`src/rtl/mdu_unit_pkg.sv`:
```
// Shared definitions for the RV32M multiply/divide unit:
// funct3 op codes, FSM state encodings and default widths.
package mdu_unit_pkg;

    localparam int XLEN_DEF  = 32;
    localparam int TAG_W_DEF = 4;
    localparam int CNT_W_DEF = 6;

    localparam logic [2:0] MDU_MUL    = 3'd0;
    localparam logic [2:0] MDU_MULH   = 3'd1;
    localparam logic [2:0] MDU_MULHSU = 3'd2;
    localparam logic [2:0] MDU_MULHU  = 3'd3;
    localparam logic [2:0] MDU_DIV    = 3'd4;
    localparam logic [2:0] MDU_DIVU   = 3'd5;
    localparam logic [2:0] MDU_REM    = 3'd6;
    localparam logic [2:0] MDU_REMU   = 3'd7;

    typedef enum logic [1:0] {
        ST_IDLE,
        ST_MUL,
        ST_DIV,
        ST_FIX
    } mdu_state_e;

endpackage

```
`src/rtl/mdu_divider.sv`:
```
// Radix-2 restoring divider on unsigned magnitudes, one quotient
// bit per enabled cycle; done_o flags the cycle of the last step.
module mdu_divider #(
    parameter int XLEN  = 32,
    parameter int CNT_W = 6
) (
    input  logic            clk,
    input  logic            reset,
    input  logic            en_i,
    input  logic            clear_i,
    input  logic            start_i,
    input  logic [XLEN-1:0] dividend_i,
    input  logic [XLEN-1:0] divisor_i,
    output logic [XLEN-1:0] quo_o,
    output logic [XLEN-1:0] rem_o,
    output logic            done_o
);

    logic              busy_q;
    logic [CNT_W-1:0]  cnt_q;
    logic [XLEN-1:0]   quo_q, quo_d;
    logic [XLEN-1:0]   rem_q, rem_d;
    logic [XLEN-1:0]   dsr_q;
    logic [XLEN:0]     shifted;
    logic [XLEN:0]     diff;

    // Partial remainder stays below the divisor, so an XLEN+1 bit
    // subtract is enough for its sign bit to mean "did not fit".
    always_comb begin
        shifted = {rem_q, quo_q[XLEN-1]};
        diff    = shifted - {1'b0, dsr_q};
        quo_d   = {quo_q[XLEN-2:0], ~diff[XLEN]};
        rem_d   = diff[XLEN] ? shifted[XLEN-1:0] : diff[XLEN-1:0];
    end

    assign done_o = busy_q && (cnt_q == CNT_W'(XLEN - 1));
    assign quo_o  = quo_q;
    assign rem_o  = rem_q;

    always_ff @(posedge clk) begin
        if (reset || clear_i) begin
            busy_q <= 1'b0;
            cnt_q  <= '0;
            quo_q  <= '0;
            rem_q  <= '0;
            dsr_q  <= '0;
        end else if (en_i) begin
            if (start_i) begin
                busy_q <= 1'b1;
                cnt_q  <= '0;
                quo_q  <= dividend_i;
                rem_q  <= '0;
                dsr_q  <= divisor_i;
            end else if (busy_q) begin
                quo_q <= quo_d;
                rem_q <= rem_d;
                cnt_q <= cnt_q + 1'b1;
                if (done_o)
                    busy_q <= 1'b0;
            end
        end
    end

endmodule

```
`src/rtl/mdu_unit.sv`:
```
// RV32M execution unit: 2-cycle multiply, XLEN+2 cycle divide.
// MDU_DIV_EARLY_OUT_EN: divide-by-zero/overflow skip the divider.
module mdu_unit
    import mdu_unit_pkg::*;
#(
    parameter int XLEN  = XLEN_DEF,
    parameter int TAG_W = TAG_W_DEF,
    parameter int CNT_W = CNT_W_DEF
) (
    input  logic             clk,
    input  logic             reset,
    input  logic             ready,
    input  logic             flush,
    input  logic             in_valid,
    output logic             in_ready,
    input  logic [2:0]       in_op,
    input  logic [XLEN-1:0]  in_rs1,
    input  logic [XLEN-1:0]  in_rs2,
    input  logic [TAG_W-1:0] in_tag,
    output logic             out_valid,
    output logic [XLEN-1:0]  out_val,
    output logic [TAG_W-1:0] out_tag
);

    localparam logic [XLEN-1:0] MIN_NEG = {1'b1, {(XLEN-1){1'b0}}};

    mdu_state_e        state_q, state_d;
    logic [2:0]        op_q;
    logic [XLEN-1:0]   rs1_q, rs2_q;
    logic [TAG_W-1:0]  tag_q;
    logic [2*XLEN-1:0] prod_q;
    logic              dz_q, ovf_q;
    logic              out_valid_q, out_valid_d;
    logic [XLEN-1:0]   out_val_q, out_val_d;
    logic [TAG_W-1:0]  out_tag_q, out_tag_d;

    logic                 accept;
    logic                 s1_in, s2_in, dsg_in;
    logic                 dz_in, ovf_in, early;
    logic signed [XLEN:0] ma, mb;
    logic signed [2*XLEN+1:0] mfull;
    logic [XLEN-1:0]      dvd_mag, dsr_mag;
    logic                 div_start, div_done;
    logic [XLEN-1:0]      div_quo, div_rem;
    logic                 dsg_q, qneg, rneg;
    logic [XLEN-1:0]      q_fix, r_fix, fix_res;

    assign in_ready = (state_q == ST_IDLE);
    assign accept   = in_valid && in_ready && ready && !flush;

    assign s1_in  = (in_op == MDU_MULH) || (in_op == MDU_MULHSU);
    assign s2_in  = (in_op == MDU_MULH);
    assign dsg_in = in_op[2] && !in_op[0];

    assign ma    = {s1_in & in_rs1[XLEN-1], in_rs1};
    assign mb    = {s2_in & in_rs2[XLEN-1], in_rs2};
    assign mfull = (2*XLEN+2)'(ma) * (2*XLEN+2)'(mb);

    assign dz_in  = (in_rs2 == '0);
    assign ovf_in = dsg_in && (in_rs1 == MIN_NEG) && (&in_rs2);

`ifdef MDU_DIV_EARLY_OUT_EN
    assign early = dz_in || ovf_in;
`else
    assign early = 1'b0;
`endif

    assign dvd_mag   = (dsg_in && in_rs1[XLEN-1]) ? -in_rs1 : in_rs1;
    assign dsr_mag   = (dsg_in && in_rs2[XLEN-1]) ? -in_rs2 : in_rs2;
    assign div_start = accept && in_op[2] && !early;

    mdu_divider #(
        .XLEN  (XLEN),
        .CNT_W (CNT_W)
    ) u_div (
        .clk        (clk),
        .reset      (reset),
        .en_i       (ready),
        .clear_i    (flush),
        .start_i    (div_start),
        .dividend_i (dvd_mag),
        .divisor_i  (dsr_mag),
        .quo_o      (div_quo),
        .rem_o      (div_rem),
        .done_o     (div_done)
    );

    always_ff @(posedge clk) begin
        if (accept) begin
            op_q   <= in_op;
            rs1_q  <= in_rs1;
            rs2_q  <= in_rs2;
            tag_q  <= in_tag;
            prod_q <= mfull[2*XLEN-1:0];
            dz_q   <= dz_in;
            ovf_q  <= ovf_in;
        end
    end

    // Special cases override whatever the divider left behind.
    always_comb begin
        dsg_q = !op_q[0];
        qneg  = dsg_q && (rs1_q[XLEN-1] ^ rs2_q[XLEN-1]);
        rneg  = dsg_q && rs1_q[XLEN-1];
        q_fix = qneg ? -div_quo : div_quo;
        r_fix = rneg ? -div_rem : div_rem;
        if (dz_q) begin
            q_fix = '1;
            r_fix = rs1_q;
        end else if (ovf_q) begin
            q_fix = rs1_q;
            r_fix = '0;
        end
        fix_res = op_q[1] ? r_fix : q_fix;
    end

    always_comb begin
        state_d     = state_q;
        out_valid_d = out_valid_q;
        out_val_d   = out_val_q;
        out_tag_d   = out_tag_q;
        if (flush) begin
            state_d     = ST_IDLE;
            out_valid_d = 1'b0;
        end else if (ready) begin
            out_valid_d = 1'b0;
            unique case (state_q)
                ST_IDLE: begin
                    if (accept) begin
                        if (!in_op[2])
                            state_d = ST_MUL;
                        else
                            state_d = early ? ST_FIX : ST_DIV;
                    end
                end
                ST_MUL: begin
                    state_d     = ST_IDLE;
                    out_valid_d = 1'b1;
                    out_tag_d   = tag_q;
                    out_val_d   = (op_q == MDU_MUL) ?
                                  prod_q[XLEN-1:0] :
                                  prod_q[2*XLEN-1:XLEN];
                end
                ST_DIV: begin
                    if (div_done)
                        state_d = ST_FIX;
                end
                ST_FIX: begin
                    state_d     = ST_IDLE;
                    out_valid_d = 1'b1;
                    out_tag_d   = tag_q;
                    out_val_d   = fix_res;
                end
            endcase
        end
    end

    always_ff @(posedge clk) begin
        if (reset) begin
            state_q     <= ST_IDLE;
            out_valid_q <= 1'b0;
            out_val_q   <= '0;
            out_tag_q   <= '0;
        end else begin
            state_q     <= state_d;
            out_valid_q <= out_valid_d;
            out_val_q   <= out_val_d;
            out_tag_q   <= out_tag_d;
        end
    end

    assign out_valid = out_valid_q;
    assign out_val   = out_val_q;
    assign out_tag   = out_tag_q;

endmodule
```
`config.mk`:
```
export PLATFORM = sky130hd
export DESIGN_NAME = mdu_unit
export DESIGN_NICKNAME = d
export VERILOG_FILES = /design/src/rtl/mdu_unit_pkg.sv /design/src/rtl/mdu_divider.sv /design/src/rtl/mdu_unit.sv
export SDC_FILE = /design/constraint.sdc
export NUM_CORES = 2
export LEC_CHECK = 0
export BUFFER_PORTS_ARGS = -buffer_cell sky130_fd_sc_hd__buf_2
export CORE_MARGIN = 2
export CORE_UTILIZATION = 65
export CTS_CLUSTER_DIAMETER = 120
export CTS_CLUSTER_SIZE = 12
export DETAILED_ROUTE_END_ITERATION = 10
export GPL_TIMING_DRIVEN = 1
export PLACE_DENSITY = 0.88
export SLEW_MARGIN = 25
export SYNTH_ARGS = -nofsm -noshare
export SYNTH_HDL_FRONTEND = slang
export SYNTH_SLANG_ARGS = --single-unit
```
`constraint.sdc`:
```
create_clock -name clk -period 12.4 [get_ports clk]
set_input_delay 1.86 -clock clk [delete_from_list [all_inputs] [get_ports clk]]
set_output_delay 1.86 -clock clk [all_outputs]
set_load 0.01 [all_outputs]
```
== After elaboration in Yosys (flattened, before gate mapping) ==
Index checks and enable logic that the tools add are counted.

* Flip-flop bits (word level): 279
* Output and inout port bits: 38
* Logic and storage cells: 93

* $add $sub $neg: 6
* Multiply operators: 1
* Equal/unequal tests: 9
* Mux-type cells: 26
* Bitwise gates (word level): 5
* Reductions and logical operators: 30

{| class="wikitable"
|+ Operator list
! kind !! count
|-
| 32-bit two-way mux || 15
|-
| 32-bit negation || 4
|-
| 33-bit by 33-bit multiplier with 64-bit output || 1
|-
| 32-bit case mux with 2 select lines || 1
|-
| 33-bit by 32-bit subtractor with 33-bit output || 1
|-
| 32-bit equality test, second input constant || 1
|-
| 32-bit zero test || 1
|-
| 32-bit AND reduction || 1
|-
| 1-bit logical AND || 12
|-
| 6-bit two-way mux || 2
|-
| 3-bit AND reduction || 3
|-
| 6-bit by 1-bit adder with 6-bit output, second input constant || 1
|-
| 6-bit by 5-bit equality test with 1-bit output, second input constant || 1
|-
| 2-bit two-way mux || 3
|-
| 2-bit case mux with 3 select lines || 1
|-
| 2-bit equality test, second input constant || 2
|-
| 1-bit two-way mux || 4
|-
| 2-bit AND reduction || 2
|-
| 2-bit nonzero test || 2
|-
| 2-bit OR reduction || 2
|-
| 3-bit by 1-bit equality test with 1-bit output, second input constant || 1
|-
| 3-bit by 2-bit equality test with 1-bit output, second input constant || 1
|-
| 1-bit zero test || 3
|-
| 3-bit zero test || 1
|-
| other kinds (8) || 11
|}

== Logic depth before layout (Yosys ltp) ==
* Depth after elaboration: 7
* Gate-level depth with buffers: 31

== Cells and area by module ==
A second synthesis with hierarchy kept.

* Cells, all modules: 5952
* Area, all modules: 52870.7 um2

{| class="wikitable"
|+ Modules (own cells, without submodules)
! module !! times used !! cells each !! area each (um2) !! sequential area each (um2)
|-
| mdu_unit || 1 || 5209 || 46793.6 || 3963.8
|-
| mdu_divider || 1 || 743 || 6077.1 || 2062.0
|}

== Least setup slack after synthesis ==
OpenSTA, ideal clock, no wires.

* Path kind: input to register
* Start: in in_rs1[31]
* End: reg prod_q[63] (data pin)
* Setup time: 0.264 ns
* Arrival: 9.737 ns
* Data required time: 12.136 ns
* Path slack: 2.400 ns
* Stages on the path: 26
* Buffers on the path: 3
* Cells stage by stage: clkbuf_1 -> nor3b_1 -> clkbuf_1 -> nand2_1 -> fa_1 -> fa_1 -> inv_1 -> fa_1 -> inv_1 -> fa_1 -> inv_1 -> fa_1 -> fa_1 -> fa_1 -> inv_1 -> fa_1 -> inv_1 -> ha_1 -> buf_2 -> nand3_1 -> or4b_1 -> o32a_2 -> o2111a_1 -> o21ai_1 -> a221oi_1 -> xnor2_1

* Cells in the longest elaborated chain, start to end: 2

{| class="wikitable"
|+ RTL lines
! element !! RTL line !! text
|-
| from (decl) || mdu_unit.sv:17 || <nowiki>input logic [XLEN-1:0] in_rs1,</nowiki>
|-
| 1-bit AND || mdu_unit.sv:55 || <nowiki>assign ma = {s1_in & in_rs1[XLEN-1], in_rs1};</nowiki>
|-
| 33-bit by 33-bit multiplier with 64-bit output * || mdu_unit.sv:57 || <nowiki>assign mfull = (2*XLEN+2)'(ma) * (2*XLEN+2)'(mb);</nowiki>
|-
| named net mfull[63] || mdu_unit.sv:41 || <nowiki>logic signed [2*XLEN+1:0] mfull;</nowiki>
|-
| to (signal assigned) || mdu_unit.sv:94 || <nowiki>prod_q <= mfull[2*XLEN-1:0];</nowiki>
|-
| to (decl) || mdu_unit.sv:31 || <nowiki>logic [2*XLEN-1:0] prod_q;</nowiki>
|}

The timed path passes the listed nets; every way through them passes the cells marked *.
A chain may end at the register's enable or synchronous reset.

== Worst setup path after layout ==
* Start: in in_op[0]
* End: reg prod_q[61] (data pin)

* Cells in the longest elaborated chain, start to end: 4
* Elaborated cells on any way between the ends: 6

{| class="wikitable"
|+ RTL lines
! element !! RTL line !! text
|-
| from (decl) || mdu_unit.sv:16 || <nowiki>input logic [2:0] in_op,</nowiki>
|-
| 3-bit by 1-bit equality test with 1-bit output / 3-bit by 2-bit equality test with 1-bit output (equally long branches) || mdu_unit.sv:51, mdu_unit.sv:52 ||
|-
| 1-bit logical OR || mdu_unit.sv:51 || <nowiki>assign s1_in = (in_op == MDU_MULH) || (in_op == MDU_MULHSU);</nowiki>
|-
| 1-bit AND || mdu_unit.sv:55 ||
|-
| 33-bit by 33-bit multiplier with 64-bit output * || mdu_unit.sv:57 ||
|-
| named net mfull[61] || mdu_unit.sv:41 ||
|}

Marked as above.

==> results by group <==
Critical path
  – Critical path arrival: 10570 ps
  – Startpoint Class: input port
  – CP max stage cell: fa_1
  – Crit Path Category: in2reg
  – Critical Path RT: 12660 ps
  – Top Family by Delay on Critical Path: adder cells
  – Peak fanout along the critical path: 31
  – CP endpoint kind: flip-flop
  – R2r setup slk: 8240 ps
  – CP Buf/Inv Count: 9
  – Critical Path Max Stage Delay: 900 ps

Yosys
  – Top area cells in the synthesized netlist: fa_1, inv_1, nand2_1
  – Synth cell count leaders: inv_1, fa_1, nand2_1, and2_1, clkbuf_1
  – Post-Syn Instances: 5896
  – Synth top area share: 42.9%
  – Post-Syn Nets: 7348
  – Ys flop type: dfxtp_1
  – Mapped Area: 0.0526 mm²
  – Count of different cell masters after synthesis: 87
  – Syn Area/Cell: 8.92 µm²
  – Count leader, synth: inv_1
  – Synth warn: 0
  – Async SR Flop Fraction: 0%
  – Post-synth EDFFs: 106
  – Seq cells post-synth: 248
  – Seq/Total Area, Yosys: 11.5%
  – Synth area leader: fa_1

STA
  – Final setup TNS: 0 ps
  – Worst-Margin Slew: 1080 ps
  – Final period utilization: 83.1%
  – Min Tclk post-route: 10310 ps
  – Hold Vio Cnt, Final: 0
  – Fin. max-slew vios: 0
  – Max Clk Rate: 97.0 MHz
  – Clock Skews: 15.1 ps
  – Relative slew slack: 28.0%
  – RSZ-0062 raised after global routing: no
  – Final setup fails: 0

Clock tree
  – Num CTS Buffers: 24
  – CTS H-tree depth: 1
  – CTS hold repair buffers: 0
  – CTS tree: yes
  – Clk_lat worst skew: 540 ps
  – Clock buffer depth: 3
  – Post-CTS setup buffer count: 0
  – CTS Root Cell: clkbuf_16
  – Clock-pin slew of the registers on the worst-case setup and hold paths: 70 ps
  – # resized after CTS: 0
  – Clk sink count: 248

Final layout
  – Syn-to-layout area delta: 3.44%
  – Layout cells sized above 1: 4.92%
  – Final cell count without fillers: 6830
  – Final Util: 67.7%
  – Final net count: 7192
  – Filler Cell Count: 5757

Die
  – DIE AREA: 0.0832 mm²
  – Die X: 288 µm
  – Site Rows: 104
  – Initial Utilization: 65.5%
  – Top Ports: 114
  – Core area: 0.0803 mm²
  – Vert. Die Dim: 288 µm

Hold path
  – Hold crit path type: reg2reg

Global routing
  – Total GRT Usage: 37.9%
  – Pin count of the biggest net entering global routing: 84
  – Initial antenna violation count: 9
  – Gr ovfl total: 0
  – Vias in the first global route: 44200
  – First-pass GRT wire length: 242000 µm

Placement
  – Placed cells: 6774
  – Dpl hpwl: 118000 µm
  – Routability congestion estimate: 1.02
  – PortBufs: 113

Route
  – Drt via density: 6.15
  – Routed wire per std cell: 22.6 µm
  – Routed Wire Length: 154000 µm
  – Initial drt markers: 4512
  – Antenna viol nets, final: 0
  – Drt first pass iters: 11
  – Vias: 42000
  – DRC errors left: 1

Outcome
  – Status: finished with violations
  – Failing checks: DRC

Job
  – Max-capacitance violation count: 0
[flip-flops by register name, summed over array words and instances (netlist names)]
signal	flops
dz_q	1
op_q	3
out_tag	4
out_val	32
out_valid	1
ovf_q	1
prod_q	64
rs1_q	32
rs2_q	1
state_q	2
tag_q	4
u_div.busy_q	1
u_div.cnt_q	6
u_div.dsr_q	32
u_div.quo_o	32
u_div.rem_o	32
[worst min-delay path, delay by kind of cell (launching register included)]
| kind | cells | cell delay [ps] |
|---|---|---|
| and+or+nand+nor | 1 | 50 |
| DFF | 1 | 310 |
| AOI/OAI and AO/OA | 1 | 50 |
[cells in the final DEF (no fill, tap or decap), drive strengths merged, types with 142 or more instances in the layout]
| cell type | Yosys | layout |
|---|---|---|
| nor2 | 221 | 221 |
| dfxtp | 142 | 142 |
| ha | 250 | 250 |
| and2 | 296 | 296 |
| buf | 90 | 194 |
| fa | 1126 | 1126 |
| inv | 1229 | 1229 |
| a21oi | 181 | 181 |
| nand2 | 950 | 950 |
| xnor2 | 153 | 153 |
[cell families (layout without fill, tap and decap cells)]
family / count (synthesis) / after routing / synth area share [%]
compound gates: 638 / 638 / 8.12
mux: 58 / 58 / 1.13
other cells: 0 / 15 / 0
buf+inv: 1605 / 1464 / 11.6
simple gates: 1743 / 1743 / 15.1
flops: 248 / 248 / 11.5
xor+xnor: 228 / 228 / 3.80
fa+ha+maj: 1376 / 1376 / 48.8
[through the flow]
| step | setup WS, ps | area [µm²] | hold slack, ps |
|---|---|---|---|
| floorplan | 2400 | 52600 | 432 |
| global placement | 1670 | 53600 | 440 |
| detailed placement | 1450 | 53600 | 449 |
| CTS | 2000 | 54300 | 458 |
| global route | 1640 | 54400 | 479 |
| finish | 2090 | 54400 | 458 |
[path summary, 6_finish.rpt]
kind                                  to  cells past startpoint                         start
max                 prod_q[61]$_DFFE_PP_                     28                      in_op[0]
min reg2reg     out_val[23]$_SDFFE_PP0P_                      2      out_val[23]$_SDFFE_PP0P_
min             out_val[23]$_SDFFE_PP0P_                      2      out_val[23]$_SDFFE_PP0P_
max reg2reg  u_div.rem_o[0]$_SDFFE_PP0P_                     14  u_div.quo_o[31]$_SDFFE_PP0P_
[per-layer routing]
layer / track usage (%) / wire, µm / vias up
li1: - / - / 17600
met5: 0 / 32 / -
met2: 58.8 / 69300 / 2987
met4: 23.5 / 11600 / 4
met1: 47.0 / 52100 / 20700
met3: 11.1 / 21200 / 699
[layout make-up]
| class | count | area [µm²] | area share (%) |
|---|---|---|---|
| multi-input combinational | 4043 | 40500 | 74.5 |
| clock buffer | 41 | 707 | 1.30 |
| inverter | 1229 | 4610 | 8.48 |
| timing repair buffer | 194 | 1180 | 2.16 |
| sequential | 248 | 6030 | 11.1 |
| tap | 1060 | 1330 | 2.44 |
| antenna | 15 | 37.5 | 0.0690 |
Power is not shown: default switching activity piles up to over one toggle a cycle in this logic, so the estimate is an artifact.
